## src/rtl/mem_access_unit.sv

```systemverilog
// Load/store front end between the execute stage and the word-indexed data memory.
// Extends sub-word loads, performs read-modify-write for sub-word stores, and rejects bad addresses.
module mem_access_unit #(
    parameter int unsigned DATA_MEM_SIZE = 64
) (
    input  logic        clk,
    input  logic        rst,
    input  logic        req,
    input  logic        we,
    input  logic [1:0]  size,
    input  logic        sign_ext,
    input  logic [31:0] addr,
    input  logic [31:0] wdata,
    output logic        busy,
    output logic        done,
    output logic [31:0] rdata,
    output logic        misaligned,
    output logic        out_of_range,
    output logic [31:0] dm_addr,
    output logic [31:0] dm_write_data,
    output logic        dm_mem_write,
    input  logic [31:0] dm_read_data
);

    typedef enum logic [2:0] {
        StIdle,
        StLoad,
        StStore,
        StErr,
        StRmwRd,
        StRmwWr
    } state_e;

    state_e      state_q;
    logic [1:0]  size_q;
    logic        sign_ext_q;
    logic [31:0] addr_q;
    logic [31:0] wdata_q;
    logic [31:0] merge_q;
    logic        misaligned_in;
    logic        out_of_range_in;

    function automatic logic calc_misaligned(input logic [1:0] sz, input logic [1:0] off);
        logic r;
        case (sz)
            2'b00:   r = 1'b0;
            2'b01:   r = off[0];
            default: r = (off != 2'b00);
        endcase
        return r;
    endfunction

    function automatic logic calc_out_of_range(input logic [31:0] a);
        return {2'b00, a[31:2]} >= DATA_MEM_SIZE;
    endfunction

    // Little-endian lane select followed by sign or zero extension.
    function automatic logic [31:0] extract_lane(input logic [31:0] word, input logic [1:0] sz,
                                                 input logic [1:0] off, input logic sext);
        logic [7:0]  b;
        logic [15:0] h;
        logic [31:0] r;
        b = word[{off, 3'b000} +: 8];
        h = word[{off[1], 4'b0000} +: 16];
        case (sz)
            2'b00:   r = {{24{sext & b[7]}}, b};
            2'b01:   r = {{16{sext & h[15]}}, h};
            default: r = word;
        endcase
        return r;
    endfunction

    function automatic logic [31:0] merge_lane(input logic [31:0] word, input logic [1:0] sz,
                                               input logic [1:0] off, input logic [15:0] wd);
        logic [31:0] r;
        r = word;
        if (sz == 2'b00) begin
            r[{off, 3'b000} +: 8] = wd[7:0];
        end else begin
            r[{off[1], 4'b0000} +: 16] = wd;
        end
        return r;
    endfunction

    assign misaligned_in   = calc_misaligned(size, addr[1:0]);
    assign out_of_range_in = calc_out_of_range(addr);

    always_ff @(posedge clk or posedge rst) begin
        if (rst) begin
            state_q      <= StIdle;
            size_q       <= 2'b00;
            sign_ext_q   <= 1'b0;
            addr_q       <= 32'h0;
            wdata_q      <= 32'h0;
            merge_q      <= 32'h0;
            rdata        <= 32'h0;
            done         <= 1'b0;
            misaligned   <= 1'b0;
            out_of_range <= 1'b0;
        end else begin
            done         <= 1'b0;
            misaligned   <= 1'b0;
            out_of_range <= 1'b0;
            case (state_q)
                StIdle: begin
                    if (req) begin
                        size_q     <= size;
                        sign_ext_q <= sign_ext;
                        addr_q     <= addr;
                        wdata_q    <= wdata;
                        if (misaligned_in || out_of_range_in) begin
                            state_q <= StErr;
                        end else if (!we) begin
                            state_q <= StLoad;
                        end else if (size[1]) begin
                            state_q <= StStore;
                        end else begin
                            state_q <= StRmwRd;
                        end
                    end
                end
                StLoad: begin
                    rdata   <= extract_lane(dm_read_data, size_q, addr_q[1:0], sign_ext_q);
                    done    <= 1'b1;
                    state_q <= StIdle;
                end
                StStore: begin
                    done    <= 1'b1;
                    state_q <= StIdle;
                end
                StErr: begin
                    misaligned   <= calc_misaligned(size_q, addr_q[1:0]);
                    out_of_range <= calc_out_of_range(addr_q);
                    done         <= 1'b1;
                    state_q      <= StIdle;
                end
                StRmwRd: begin
                    merge_q <= dm_read_data;
                    state_q <= StRmwWr;
                end
                StRmwWr: begin
                    done    <= 1'b1;
                    state_q <= StIdle;
                end
                default: state_q <= StIdle;
            endcase
        end
    end

    assign busy    = (state_q != StIdle);
    assign dm_addr = busy ? {addr_q[31:2], 2'b00} : 32'h0;

    always_comb begin
        dm_mem_write  = 1'b0;
        dm_write_data = 32'h0;
        case (state_q)
            StStore: begin
                dm_mem_write  = 1'b1;
                dm_write_data = wdata_q;
            end
            StRmwWr: begin
                dm_mem_write  = 1'b1;
                dm_write_data = merge_lane(merge_q, size_q, addr_q[1:0], wdata_q[15:0]);
            end
            default: ;
        endcase
    end

endmodule

```

## config.mk

```make
export PLATFORM = sky130hd
export DESIGN_NAME = mem_access_unit
export DESIGN_NICKNAME = d
export VERILOG_FILES = /design/src/rtl/mem_access_unit.sv
export SDC_FILE = /design/constraint.sdc
export NUM_CORES = 1
export LEC_CHECK = 0
export CAP_MARGIN = 20
export CORE_ASPECT_RATIO = 1.2
export CORE_UTILIZATION = 44
export CTS_CLUSTER_SIZE = 14
export DETAILED_ROUTE_END_ITERATION = 7
export GPL_ROUTABILITY_DRIVEN = 0
export PLACE_DENSITY = 0.78
export SYNTH_ARGS = -nofsm -noshare
export SYNTH_HDL_FRONTEND = slang
export SYNTH_SLANG_ARGS = --single-unit
export TNS_END_PERCENT = 20
```

## constraint.sdc

```tcl
create_clock -name clk -period 4.8 [get_ports clk]
set_clock_uncertainty 0.1 [all_clocks]
set_input_delay 0.96 -clock clk [delete_from_list [all_inputs] [get_ports clk]]
set_output_delay 0.96 -clock clk [all_outputs]
set_load 0.01 [all_outputs]
```

==> impl_metrics.toml <==
[timing]
slew_headroom_pct = 32.5
layout_min_cycle_time_ps = 4380
fmax_mhz = 228
finalSetupTns_ps = 0
post-route-period-util_pct = 91.2
tightest_slew_ps = 1010
hold_violations = 0
rsz0062_at_grt = "false"
setup-violations-final = 0
slew_violations = 0

[cts]
cts_buffer_depth = 2
cts_setup_buffers = 0
clkSinkCount = 137
root_buffer = "clkbuf_16"
cts_tree = "built"
htreeDepth = 4
clk_latency_ps = 420
clkTransAtPathRegs_ps = 60
cts_resized = 0
hold_buffers = 0
cts_made_buffers = 17

[floorplan]
core_area_um2 = 15800
fp.dieH_um = 142
fp-row-count = 50
die_area_um2 = 16900
die_w_um = 119
start_util_pct = 45.6
ios = 204

[yosys]
yosysTopAreaCell = "dfrtp_1"
synth_edf_count = 0
async_flop_share_pct = 100
postSynthAreaPerCell_um2 = 9.40
yosysSeqAreaShare_pct = 47.5
ys.flop_type = "dfrtp_1"
synthDistinctLibCells = 55
ys_warn_count = 0
syn_area_um2 = 7210
ys_seq_elements = 137
synth_top_area_share_pct = 47.5
synthCells = 767
synth.area.top_cells = "dfrtp_1 48%, nand2_1 13%, mux2_2 6.4%"

[power_and_ir_drop]
p_leak_nw = 4.44
peakVddDrop_uv = 204
power_density_nw_per_um2 = 428

[route]
wirelength_um = 21800
drt-pass1-iter-count = 5
drtAntennaViolNets = 0
drc = 0
viasPerCell = 5.56
vias = 6471
drtIter0Drc = 468
wl_per_cell_um = 18.7

[global_routing]
gr-total-overflow = 0
grt_max_degree = 108
grt_pass1_wl_um = 34600
grt_pass1_vias = 6260
grt_usage_pct = 27.0
grt_antenna_before_repair = 0

[cells_and_area]
fin_area_um2 = 9900
finalNonFillerCells = 1163
nFillCells = 1338
fin_util_pct = 62.6
register_area_um2 = 3430
drive_above_1_share_pct = 12.1
syn_to_final_growth_pct = 37.3
layout_commonest_cell = "nand2_1"
nNetsFinal = 1050
multiInputGateArea_um2 = 3480
n_antenna_cell = 0
mostFrequentLayoutCells = "250 x nand2_1, 201 x clkdlybuf4s50_1, 136 x dfrtp_1"

[place]
io_buffer_count = 201
place_area_um2 = 9290
dp.cells = 1131
hpwl_um = 15800

[setup_path]
end_kind = "output port"
worstPathRequired_ps = 3740
cp_data_arrival_time_ps = 3320
crit_fanout = 20
crit_type = "reg2out"
cp-start-kind = "flip-flop"

[job]
max_cap_violations = 0

[run_status]
status = "finished, final reports clean"

[hold_path]
hold_class = "reg2reg"
## worst paths after layout
path | from | endpoint | slack (ps) | depth (start not counted)
setup / recovery | addr_q[1] | dm_write_data[22] | 420 | 6
hold / removal | addr_q[5] | addr_q[5] | 370 | 2
setup reg to reg | addr_q[1] | rdata[27] | 2340 | 4
hold reg to reg | addr_q[5] | addr_q[5] | 370 | 2
max in group asynchronous | rst | rdata[1] | 2780 | 3
min in group asynchronous | rst | misaligned | 1040 | 2
## through the flow
| step | power [mW] | setup WS [ps] | hold WS, ps |
|---|---|---|---|
| finish | 4.23 | 421 | 374 |
| floorplan | 2.26 | 72.2 | 338 |
| global placement | 2.86 | 951 | 354 |
| detailed placement | 2.89 | 882 | 359 |
| CTS | 4.26 | 419 | 378 |
| global route | 4.46 | 212 | 390 |
## layout make-up
cell class	count	share of cell area [%]
clock buffers	20	4.51
well taps	208	2.63
multi-input cells	568	35.1
flip-flops and latches	137	34.6
repair buffers	211	21.1
clock inverters	12	1.68
inverters	7	0.316
## cell usage after synthesis (9+ instances only)
cell type / count
clkbuf_1: 23
a22o_1: 24
buf_2: 22
nand2_1: 251
a221o_1: 16
mux2_2: 41
o21ai_0: 20
nand3_2: 10
nand3_1: 24
nor2b_1: 31
a21oi_1: 26
dfrtp_1: 137
nand3b_1: 9
nor4_1: 12
mux2i_1: 16
nor2_1: 10
## where the power goes
part / switching [mW] / total (mW) / internal [mW] / leakage [nW]
clock: 0.514 / 1.35 / 0.839 / 0.292
combinational: 0.605 / 1.26 / 0.657 / 2.42
sequential: 0.232 / 1.62 / 1.39 / 1.73
total: 1.35 / 4.23 / 2.88 / 4.44
## registers in the layout, summed over array words and instances, names as in the netlist
| register | flops |
|---|---|
| addr_q | 32 |
| merge_q | 32 |
| rdata | 32 |
| wdata_q | 32 |
| state_q | 3 |
| size_q | 2 |
| done | 1 |
| misaligned | 1 |
| out_of_range | 1 |
| sign_ext_q | 1 |
## routing by layer
layer	global-route usage (%)	routed length, um
met5	0	0
met4	12.2	642
met3	6.89	1820
met2	41.9	10100
met1	35.5	9240
## logic make-up after synthesis
family / after synthesis / synth area share [%]
compound gates: 123 / 13.1
fa+ha+maj: 5 / 0.868
buf+inv: 63 / 4.39
other cells: 1 / 0.0520
simple gates: 380 / 25.1
mux: 58 / 8.94
flops: 137 / 47.5
## critical path, stage by stage, from the launching register on
cell	delay, ps
dfrtp_2	690
inv_1	180
ha_1	420
nor4b_2	670
a221o_1	270
a22o_1	130
clkdlybuf4s50_1	530
Note: power is estimated with default switching activity, not from simulation.
